**src/rtl/radix4_pkg.sv**
```systemverilog
// Shared encodings for the radix-4 Booth sequencer, its load/select decoder and the datapath.
package radix4_pkg;

   localparam int STATE_W = 3;
   typedef logic [STATE_W-1:0] state_t;

   localparam state_t S_IDLE  = 3'b000;
   localparam state_t S_LOAD  = 3'b001;
   localparam state_t S_EVAL  = 3'b010;
   localparam state_t S_ADD   = 3'b011;
   localparam state_t S_SHIFT = 3'b100;
   localparam state_t S_DONE  = 3'b101;

   // Booth digit as seen by the adder: sign, magnitude-two and zero flags.
   typedef struct packed {
      logic neg;
      logic dbl;
      logic zero;
   } booth_op_t;

   localparam booth_op_t OP_ZERO = 3'b001;
   localparam booth_op_t OP_POS1 = 3'b000;
   localparam booth_op_t OP_POS2 = 3'b010;
   localparam booth_op_t OP_NEG2 = 3'b110;
   localparam booth_op_t OP_NEG1 = 3'b100;

endpackage

```
**src/rtl/radix4_seq_if.sv**
```systemverilog
// Control/status bundle between the Booth sequencer and its datapath.
interface radix4_seq_if
   import radix4_pkg::*;
#(
   parameter int N  = 8,
   parameter int CW = $clog2(N/2+1)
);
   logic          start;
   logic [2:0]    booth3;
   state_t        state;
   logic          busy;
   logic          done;
   logic          op_neg;
   logic          op_dbl;
   logic          op_zero;
   logic [CW-1:0] iter;

   modport master (
      output start, booth3,
      input  state, busy, done, op_neg, op_dbl, op_zero, iter
   );

   modport slave (
      input  start, booth3,
      output state, busy, done, op_neg, op_dbl, op_zero, iter
   );
endinterface

```
**src/rtl/radix4_booth_dec.sv**
```systemverilog
// Combinational radix-4 Booth digit decode of {q[1], q[0], q[-1]}.
module radix4_booth_dec
   import radix4_pkg::*;
(
   input  logic [2:0] i_booth3,
   output booth_op_t  o_op
);

   always_comb begin
      o_op = OP_ZERO;
      case (i_booth3)
         3'b000, 3'b111: o_op = OP_ZERO;
         3'b001, 3'b010: o_op = OP_POS1;
         3'b011:         o_op = OP_POS2;
         3'b100:         o_op = OP_NEG2;
         default:        o_op = OP_NEG1;
      endcase
   end

endmodule

```
**src/rtl/radix4_seq.sv**
```systemverilog
// Radix-4 Booth multiply sequencer: FSM, remaining-digit counter and registered Booth op.
module radix4_seq
   import radix4_pkg::*;
#(
   parameter int N  = 8,
   parameter int CW = $clog2(N/2+1)
)(
   input  logic        clk,
   input  logic        rst,
   radix4_seq_if.slave bus
);

   localparam int            K     = N / 2;
   localparam logic [CW-1:0] K_CNT = CW'(K);

   if ((N < 4) || ((N % 2) != 0)) begin : g_bad_n
      $error("radix4_seq: N must be even and at least 4");
   end

   state_t        r_state;
   state_t        w_next;
   logic [CW-1:0] r_iter;
   booth_op_t     r_op;
   booth_op_t     w_op;
   logic          w_busy;
   logic          w_done;
   logic          w_last;

   radix4_booth_dec u_dec (
      .i_booth3 (bus.booth3),
      .o_op     (w_op)
   );

   // A counter at 0 in SHIFT can only follow a corrupted run; finish rather than loop.
   assign w_last = (r_iter <= CW'(1));

   always_ff @(posedge clk or posedge rst) begin
      if (rst) r_state <= S_IDLE;
      else     r_state <= w_next;
   end

   always_comb begin
      w_next = S_IDLE;
      case (r_state)
         S_IDLE:  w_next = bus.start ? S_LOAD : S_IDLE;
         S_LOAD:  w_next = S_EVAL;
         S_EVAL:  w_next = w_op.zero ? S_SHIFT : S_ADD;
         S_ADD:   w_next = S_SHIFT;
         S_SHIFT: w_next = w_last ? S_DONE : S_EVAL;
         S_DONE:  w_next = S_IDLE;
         default: w_next = S_IDLE;
      endcase
   end

   always_comb begin
      w_busy = (r_state != S_IDLE);
      w_done = (r_state == S_DONE);
   end

   // Clearing on every entry to IDLE also covers recovery from the unused codes.
   always_ff @(posedge clk or posedge rst) begin
      if (rst)                                        r_iter <= '0;
      else if (w_next == S_IDLE)                      r_iter <= '0;
      else if (r_state == S_LOAD)                     r_iter <= K_CNT;
      else if ((r_state == S_SHIFT) && (r_iter != 0)) r_iter <= r_iter - CW'(1);
   end

   always_ff @(posedge clk or posedge rst) begin
      if (rst)                      r_op <= '0;
      else if (r_state == S_LOAD)   r_op <= '0;
      else if (r_state == S_EVAL)   r_op <= w_op;
   end

   assign bus.state   = r_state;
   assign bus.busy    = w_busy;
   assign bus.done    = w_done;
   assign bus.op_neg  = r_op.neg;
   assign bus.op_dbl  = r_op.dbl;
   assign bus.op_zero = r_op.zero;
   assign bus.iter    = r_iter;

endmodule

```
**src/flat_wrapper.sv**
```systemverilog
// flat-port wrapper written by rule: the top's interface ports become plain ports
module radix4_seq_flat import radix4_pkg::*;
#(
   parameter int N  = 8,
   parameter int CW = $clog2(N/2+1)
)
  (clk, rst, bus_start, bus_booth3, bus_state, bus_busy, bus_done, bus_op_neg, bus_op_dbl, bus_op_zero, bus_iter);
  radix4_seq_if #(.N(N), .CW(CW)) bus_i ();
  input  logic clk;
  input  logic rst;
  input wire logic [$bits(bus_i.start)-1:0] bus_start;
  input wire logic [$bits(bus_i.booth3)-1:0] bus_booth3;
  output wire logic [$bits(bus_i.state)-1:0] bus_state;
  output wire logic [$bits(bus_i.busy)-1:0] bus_busy;
  output wire logic [$bits(bus_i.done)-1:0] bus_done;
  output wire logic [$bits(bus_i.op_neg)-1:0] bus_op_neg;
  output wire logic [$bits(bus_i.op_dbl)-1:0] bus_op_dbl;
  output wire logic [$bits(bus_i.op_zero)-1:0] bus_op_zero;
  output wire logic [$bits(bus_i.iter)-1:0] bus_iter;
  assign bus_i.start = bus_start;
  assign bus_i.booth3 = bus_booth3;
  assign bus_state = bus_i.state;
  assign bus_busy = bus_i.busy;
  assign bus_done = bus_i.done;
  assign bus_op_neg = bus_i.op_neg;
  assign bus_op_dbl = bus_i.op_dbl;
  assign bus_op_zero = bus_i.op_zero;
  assign bus_iter = bus_i.iter;
  radix4_seq #(.N(N), .CW(CW)) u_core (.clk(clk), .rst(rst), .bus(bus_i));
endmodule
```
**config.mk**
```make
export PLATFORM = sky130hd
export DESIGN_NAME = radix4_seq_flat
export DESIGN_NICKNAME = d
export VERILOG_FILES = /design/src/rtl/radix4_pkg.sv /design/src/rtl/radix4_seq_if.sv /design/src/rtl/radix4_booth_dec.sv /design/src/rtl/radix4_seq.sv /design/src/flat_wrapper.sv
export SDC_FILE = /design/constraint.sdc
export NUM_CORES = 1
export LEC_CHECK = 0
export ABC_AREA = 1
export ABC_CLOCK_PERIOD_IN_PS = 1350
export BUFFER_PORTS_ARGS = -buffer_cell sky130_fd_sc_hd__buf_2
export CELL_PAD_IN_SITES_DETAIL_PLACEMENT = 1
export CELL_PAD_IN_SITES_GLOBAL_PLACEMENT = 1
export CORE_ASPECT_RATIO = 1.2
export CORE_MARGIN = 2
export CORE_UTILIZATION = 36
export CTS_BUF_LIST = sky130_fd_sc_hd__clkbuf_8
export CTS_CLUSTER_SIZE = 10
export DETAILED_ROUTE_END_ITERATION = 6
export MAX_ROUTING_LAYER = met4
export PLACE_DENSITY_LB_ADDON = 0.1
export SLEW_MARGIN = 20
export SYNTH_ARGS = -nofsm -noshare
export SYNTH_HDL_FRONTEND = slang
export SYNTH_SLANG_ARGS = --single-unit
```
**constraint.sdc**
```tcl
create_clock -name clk -period 1.35 [get_ports clk]
set_clock_uncertainty 0.05 [all_clocks]
set_input_delay 0.135 -clock clk [delete_from_list [all_inputs] [get_ports clk]]
set_output_delay 0.135 -clock clk [all_outputs]
set_load 0.02 [all_outputs]
```
# Yosys cells after proc, flatten, opt, wreduce, memory -nomap -nowiden
# Index checks and enable logic that the tools add are counted.
[classes]
add_sub_neg = 1
n_lt_le_gt_ge = 1
eq_ne = 10
muxes = 10
n_reduce_logical = 10
[op_table]
columns = ["op", "n"]
rows = [
  ["$mux W3", 7],
  ["$pmux W3 S5", 1],
  ["$eq A3 B2 Y1 const B", 4],
  ["$eq A3 B3 Y1 const B", 4],
  ["$pmux W3 S4", 1],
  ["$logic_not A3 Y1", 3],
  ["$reduce_bool A3 Y1", 3],
  ["$eq A3 B1 Y1 const B", 2],
  ["$reduce_or A2 Y1", 2],
  ["$le A3 B1 Y1 const B", 1],
  ["$sub A3 B1 Y3 const B", 1],
  ["$reduce_bool A2 Y1", 1],
  ["$logic_and A1 B1 Y1", 1],
  ["$mux W1", 1],
]
[totals]
ff_bits = 9
input_bits = 6
output_inout_bits = 11

# Logic depth before layout (Yosys ltp)
# Gate-level depths: netlist of run 1.
[depth]
word_depth = 7
ltp_mapped = 9
mapped_depth_nobuf = 9

# Modules after synthesis
# From an unflattened synthesis of run 1, not the netlist that was laid out.
[unflattened]
cells_unflattened = 75
area_unflattened_um2 = 551.8
[modules_own_cells]
columns = ["mod", "instances", "cells_each", "area_each_um2", "seq_area_each_um2"]
rows = [
  ["radix4_seq", 1, 66, 511.7, 225.2],
  ["radix4_booth_dec", 1, 9, 40.0, 0.0],
]

# Worst setup path before layout of run 1
# Ideal clock, no wire load.
[synth_path]
kind = "reg-to-reg"
from = "reg u_core.r_iter[1], in the netlist u_core.bus.iter[1]"
to = "reg u_core.r_iter[0], in the netlist u_core.bus.iter[0]"
arrival_time_ns = 1.242
t_required_ns = 1.172
slack_ns = -0.070
stages_incl_launch_ff = 9
path_buffers = 0
synth_period_minus_slack_ns = 1.420
cell_sequence = "dfrtp_1 -> inv_1 -> ha_1 -> nand2_1 -> nand2_1 -> nand2_1 -> nand3_1 -> nor2_1 -> a21oi_1"
[synth_via]
elab_chain_cells = 5
word_cells_on_any_way = 8
cone_classes = "order compare: 1; mux: 3; reduce/logical: 4"
[synth_rtl]
columns = ["element", "line", "rtl"]
rows = [
  ["from (decl)", "radix4_seq.sv:22", "logic [CW-1:0] r_iter;"],
  ["from (signal assigned)", "radix4_seq.sv:65", "else if ((r_state == S_SHIFT) && (r_iter != 0)) r_iter <= r_iter - CW'(1);"],
  ["$le A3 B1 Y1 *", "radix4_seq.sv:35", "assign w_last = (r_iter <= CW'(1));"],
  ["$mux W3 *", "radix4_seq.sv:49", "S_SHIFT: w_next = w_last ? S_DONE : S_EVAL;"],
  ["$pmux W3 S5 *", "radix4_seq.sv:44", "case (r_state)"],
  ["named net u_core.w_next[0]", "radix4_seq.sv:21", "state_t w_next;"],
  ["$logic_not A3 Y1 *", "radix4_seq.sv:63", "else if (w_next == S_IDLE) r_iter <= '0;"],
  ["$reduce_bool A3 Y1 (no line) / $mux W3 (equally long branches)", "--", ""],
]
# The timed path passes the listed nets; every way through them passes the cells marked *.
# A chain may end at the register's enable or synchronous reset.

# Worst setup path in the final report of run 1
[layout_path]
from = "reg u_core.r_state[0], in the netlist u_core.bus.state[0]"
to = "reg u_core.r_iter[0], in the netlist u_core.bus.iter[0]"
[layout_via]
elab_chain_cells = 4
word_cells_on_any_way = 11
cone_classes = "eq/ne: 4; mux: 3; reduce/logical: 4"
[layout_rtl]
columns = ["element", "line", "rtl"]
rows = [
  ["from (decl)", "radix4_seq.sv:20", "state_t r_state;"],
  ["from (signal assigned)", "radix4_seq.sv:39", "else r_state <= w_next;"],
  ["$eq A3 B3 Y1, or another cell as far along", "radix4_seq.sv:44", ""],
  ["$pmux W3 S5 *", "radix4_seq.sv:44", ""],
  ["named net u_core.w_next[0]", "radix4_seq.sv:21", ""],
  ["$logic_not A3 Y1 *", "radix4_seq.sv:63", ""],
  ["$reduce_bool A3 Y1 (no line) / $mux W3 (equally long branches)", "--", ""],
]
# Marked as above.

==> results of run 1 <==
-- power breakdown --
group	switching, mW	total, mW	internal, mW
registers	0.106	0.474	0.369
logic	0.769	1.23	0.463
clock network	0.106	0.304	0.198
total	0.981	2.01	1.03
-- kinds of logic (layout without fill, tap and decap cells) --
family,Yosys count,after routing
AOI/OAI and AO/OA,5,5
adders and majority gates,3,3
buffers and inverters,14,43
and+or+nand+nor,46,46
xor gates and xnor gates,1,1
DFF,9,9
-- tightest hold or removal path: cells and delay by family --
family / cells / cell delay [ps]
buffers and inverters: 1 / 110
AOI/OAI and AO/OA: 1 / 150
and+or+nand+nor: 1 / 60
-- cells in the mapped netlist, drive strengths merged --
cell   number
nand2      26
inv        14
nand3      12
dfrtp       9
nor2        5
a21oi       3
ha          3
nor3        2
a32o        1
nand4       1
o21ai       1
xnor2       1
-- layout make-up --
type / count / area share
multi-input combinational: 55 / 0.4257
sequential: 9 / 0.2629
timing repair buffer: 25 / 0.1757
inverter: 14 / 0.06000
clock buffer: 3 / 0.04714
tap: 17 / 0.02429
clock inverter: 1 / 0.004286
-- flip-flops by register name, indices dropped and copies added, names as in the netlist --
register,cells
u_core.bus.state,3
u_core.bus.op_neg,1
u_core.bus.op_dbl,1
u_core.bus.op_zero,1
u_core.bus.iter,3
-- what timing repair did --
item | CTS | global route
gates resized for setup | 9 | 16
cloned | 0 | 0
hold endpoints to repair | 9 | 0
buffers inserted | 1 | 4
pin swaps | 3 | 8
endpoints found under the setup margin | 6 | 7
hold buffers | 1 | 0
-- metal layers --
metal	vias up	share of wire	track usage
met5	-	0	-
met4	0	0.013	0.1200
met3	4	0.032	0.04186
met2	14	0.56	0.3290
met1	309	0.40	0.2337
li1	305	-	-
-- per-stage QoR --
step / cells / setup TNS (ps) / instance area, µm²
2_1_floorplan: 78 / -30.63 / 573.1
3_3_place_gp: 114 / -46.36 / 696.9
3_5_place_dp: 114 / -111.2 / 696.9
4_1_cts: 120 / -8.382 / 787.0
5_1_grt: 124 / -296.8 / 875.8
6_report: 124 / -67.92 / 875.8
-- worst max path at each step --
stage	startpoint	to	slack (ps)	cells past startpoint
2_1_floorplan	u_core.bus.state[0]	bus_done	-30	2
3_3_place_gp	u_core.bus.iter[1]	u_core.bus.iter[1]	-20	8
3_5_place_dp	u_core.bus.state[1]	u_core.bus.iter[2]	-50	7
4_1_cts	u_core.bus.iter[0]	u_core.bus.iter[0]	-8	7
5_1_grt	u_core.bus.state[0]	u_core.bus.iter[0]	-80	6
6_report	u_core.bus.state[0]	u_core.bus.iter[0]	-40	6
==> results.cfg, run 1 <==
[critical_path]
cp.buffers_inverters = 1
critPathCaptureType = flop
worstPathMaxFanout = 6
critical_path_required_ps = 1450
crit_chain = nor3_4, buf_6, nand2_4, nand3_4, nor2_4, a21oi_2
slowest_stage = dfrtp_2
rr_startpoint = u_core.bus.state[0]
r2r-end = u_core.bus.iter[0]
startpoint_type = flop
crit_arrival_ps = 1490
cpPeakStageDelay_ps = 450
crit_type = reg -> reg
reg2reg_slack_ps = -40
worst_path_dominant_cell_family = simple AND/OR/NAND/NOR gates
r2r_cells = 6

[timing]
period_needed_ps = 1392
max_freq_ghz = 0.7183
tightestPinTransition_ps = 338.2
slew_headroom = 0.7743
fin_ws_ps = -42.22
setup_violations = 3
grt_setup_unrepaired = true
hold_ws_ps = 212.7
post-route-period-util = 1.031
hold_violations = 0
slew_viol_final = 0

[global_route]
gr-total-overflow = 0
first_global_vias = 571
antenna_found_initial = 0
grt_pass1_wl_um = 2408
grt_max_degree = 10
grt_use_total = 0.2053

[final_layout]
final_cell_mix = 21 x nand2_1, 16 x buf_2, 11 x inv_1, 8 x nand3_1, 7 x buf_4
final_common_cell = nand2_1
syn_to_final_growth_pct = 54.18
final-seq-area_um2 = 230.2
multi_input_area_um2 = 372.9
fillers = 185
drive_gt1_frac = 0.4860
diodes = 0
final_nets = 117
final_core_util = 0.5983

[power_and_ir_drop]
totalPowerFinal_mw = 2.011
power_density_nw_per_um2 = 2296
ir_drop_v = 0.001254
cellLeakagePower_nw = 0.4861

[logic_synthesis]
ys_ff_latch = 9
syn-instance-count = 78
syn_area_um2 = 568.0
synth_fa_ha_area_frac = 0.06608
synth.area.top_cells = dfrtp_1 40%, nand2_1 17%, nand3_1 9.7%
synth_mux_area_frac = 0
synthDistinctLibCells = 15
synth_compound_area_frac = 0.05286
syn_avg_cell_area_um2 = 7.283
synth_top_family_by_area = simple AND/OR/NAND/NOR gates
yosysTopAreaCell = dfrtp_1
syn-num-nets = 87
yosys.area_share.xor_xnor = 0.01542
yosysWarnings = 0
netlist.area_leader.share = 0.3965
synth-simple-area-share = 0.3767
ys_seq_area_frac = 0.3965

[hold_path]
whs_path_depth = 3
min_from = bus_booth3[2]
hp-class = in -> reg
min_to = u_core.bus.op_dbl

[floorplanning]
die_y_um = 47.52
rows = 15
die_x_um = 40.26
io_pins = 17
core-area_um2 = 1464
dieArea_um2 = 1913
start_util = 0.3880

[place]
place_congestion = 0.7460
dp_slack_ps = -50.49
io_buffers = 16
dp_hpwl_um = 1097

[detailed_routing]
dr.pass1.iters = 3
drt-wirelength-per-cell_um = 15.23
viasPerCell = 5.097
vias = 632
drt-total-wl_um = 1888
final_antenna_net_count = 0
drc = 0
drt_iter0_markers = 2

[cts]
cts_buffers = 3
clock_path_buffers = 2
tritoncts = built
ctsRootBufferMaster = clkbuf_8
clock_sink_count = 9
cts.clk_slew.worst_paths_ps = 40
clk_latency_ps = 230
ctsHtreeMaxLevel = 1

[status]
outcome = finished, violations left
failed_checks = setup timing

[flow_run]
maxCapViolations = 0
Note: power is estimated with default switching activity, not from simulation.
==> run 2: changes to the inputs <==
--- a/config.mk
+++ b/config.mk
@@ -17,7 +17,7 @@
 export CTS_CLUSTER_SIZE = 10
 export DETAILED_ROUTE_END_ITERATION = 6
 export MAX_ROUTING_LAYER = met4
-export PLACE_DENSITY_LB_ADDON = 0.1
+export PLACE_DENSITY = 0.85
 export SLEW_MARGIN = 20
 export SYNTH_ARGS = -nofsm -noshare
 export SYNTH_HDL_FRONTEND = slang
==> run 2 against run 1 <==
Against the previous run: the flow still finishes with violations (setup timing); highest routed layer unchanged; die area is the same; non-clock buffer count grew 3; sequential share of layout area increased by 0.34 points; critical path depth is 1 higher; combinational power about the same; power shrank 0.98%; global-route usage rose by 0.57 points; setup slack better by 3.9 ps; critical endpoint is now u_core.bus.iter[1].
==> results.cfg, run 2 (synthesis results as in run 1) <==
[timing]
slew_headroom = 0.7665
fin_ws_ps = -38.30
hold_violations = 0
tightestPinTransition_ps = 349.8
grt_setup_unrepaired = true
setup_violations = 3
period_needed_ps = 1388
max_freq_ghz = 0.7203
tns_ps = -92.45
slew_viol_final = 0
post-route-period-util = 1.028

[global_route]
gr-total-overflow = 0
grt_max_degree = 10
grt_pass1_wl_um = 2608
first_global_vias = 608
grt_use_total = 0.2110
antenna_found_initial = 0

[cts]
tritoncts = built
clock_sink_count = 9
ctsRootBufferMaster = clkbuf_8
clock_path_buffers = 2
cts_buffers = 3
clk_latency_ps = 230
ctsHtreeMaxLevel = 1
cts.clk_slew.worst_paths_ps = 50

[power_and_ir_drop]
cellLeakagePower_nw = 0.4939
power_density_nw_per_um2 = 2303
totalPowerFinal_mw = 1.991
ir_drop_v = 0.001106

[detailed_routing]
drt-total-wl_um = 1774
dr.pass1.iters = 1
drc = 0
viasPerCell = 4.969
drt-wirelength-per-cell_um = 13.97
final_antenna_net_count = 0
vias = 631
drt_iter0_markers = 0

[critical_path]
crit_type = reg -> reg
cpMostUsedCell = nand2_2
worst_path_dominant_cell_family = simple AND/OR/NAND/NOR gates
crit_chain = ha_1, nand2_1, nand2_2, nand2_2, nand3_4, nor2_4, a21oi_1
cp.buffers_inverters = 0
cpPeakStageDelay_ps = 420
crit_arrival_ps = 1450
startpoint_type = flop
worstPathMaxFanout = 4
critical_path_required_ps = 1410
slowest_stage = dfrtp_2
critPathCaptureType = flop

[place]
place_congestion = 0.7633
io_buffers = 16
dp_hpwl_um = 1285
placed_area_um2 = 742.0

[final_layout]
final_cell_mix = 23 x nand2_1, 16 x buf_2, 11 x inv_1, 10 x nand3_1, 10 x buf_4
final_core_util = 0.5906
syn_to_final_growth_pct = 52.20
final_common_cell = nand2_1
final_nets = 120
diodes = 0
fillers = 199
multi_input_area_um2 = 339.1
final-seq-area_um2 = 230.2
drive_gt1_frac = 0.4545
fin_area_um2 = 864.6

[hold_path]
hp-class = in -> reg

[floorplanning]
rows = 15
die_y_um = 47.52
core-area_um2 = 1464
dieArea_um2 = 1913
start_util = 0.3880
die_x_um = 40.26
io_pins = 17

[status]
outcome = finished, violations left
failed_checks = setup timing

[flow_run]
maxCapViolations = 0
run 2: final timing paths:
kind                                    start             endpoint  slack, ps  depth (start not counted)
max                        u_core.bus.iter[0]   u_core.bus.iter[1]        -40                          7
min                             bus_booth3[2]    u_core.bus.op_dbl        210                          3
max reg2reg                u_core.bus.iter[0]   u_core.bus.iter[1]        -40                          7
min reg2reg                 u_core.bus.op_neg    u_core.bus.op_neg        430                          2
max in group asynchronous                 rst  u_core.bus.state[1]        610                          3
min in group asynchronous                 rst   u_core.bus.iter[2]        360                          3
run 2: through the flow:
stage | setup slack [ps] | instances | hold slack [ps]
floorplan | -30.63 | 78 | -87.22
global placement | -0.9386 | 120 | 55.42
detailed placement | -72.99 | 120 | 71.63
CTS | -1.870 | 125 | 205.7
global route | -147.7 | 127 | 245.7
finish | -38.30 | 127 | 206.0
run 2: layout make-up:
type                    count  area share
inverters                  14     0.06078
flip-flops and latches      9      0.2663
multi-input cells          55      0.3922
repair buffers             28      0.2041
clock inverters             1    0.004342
well taps                  17     0.02460
clock buffers               3     0.04776
run 2: tightest hold or removal path: cells and delay by family:
kind / cells / cell delay, ps
simple gates: 1 / 60
buf+inv: 1 / 110
compound gates: 1 / 150
run 2: power by group:
part | switching, mW | internal (mW) | total (mW) | leakage [nW]
sequential | 0.0943 | 0.368 | 0.463 | 0.113
combinational | 0.738 | 0.480 | 1.22 | 0.354
clock | 0.111 | 0.198 | 0.310 | 0.0269
run 2: layer usage:
metal	vias up	wire, µm	global-route usage
li1	309	-	-
met1	300	713	0.2360
met2	14	958	0.3839
met3	8	34	0.01395
met4	0	67	0.08000
met5	-	0	-
run 2: timing repair:
item / CTS / global route
hold buffers: 1 / 0
buffers inserted: 0 / 2
pin swaps: 2 / 5
setup endpoints to repair: 4 / 7
gates resized for setup: 7 / 10
hold endpoints to repair: 9 / 0
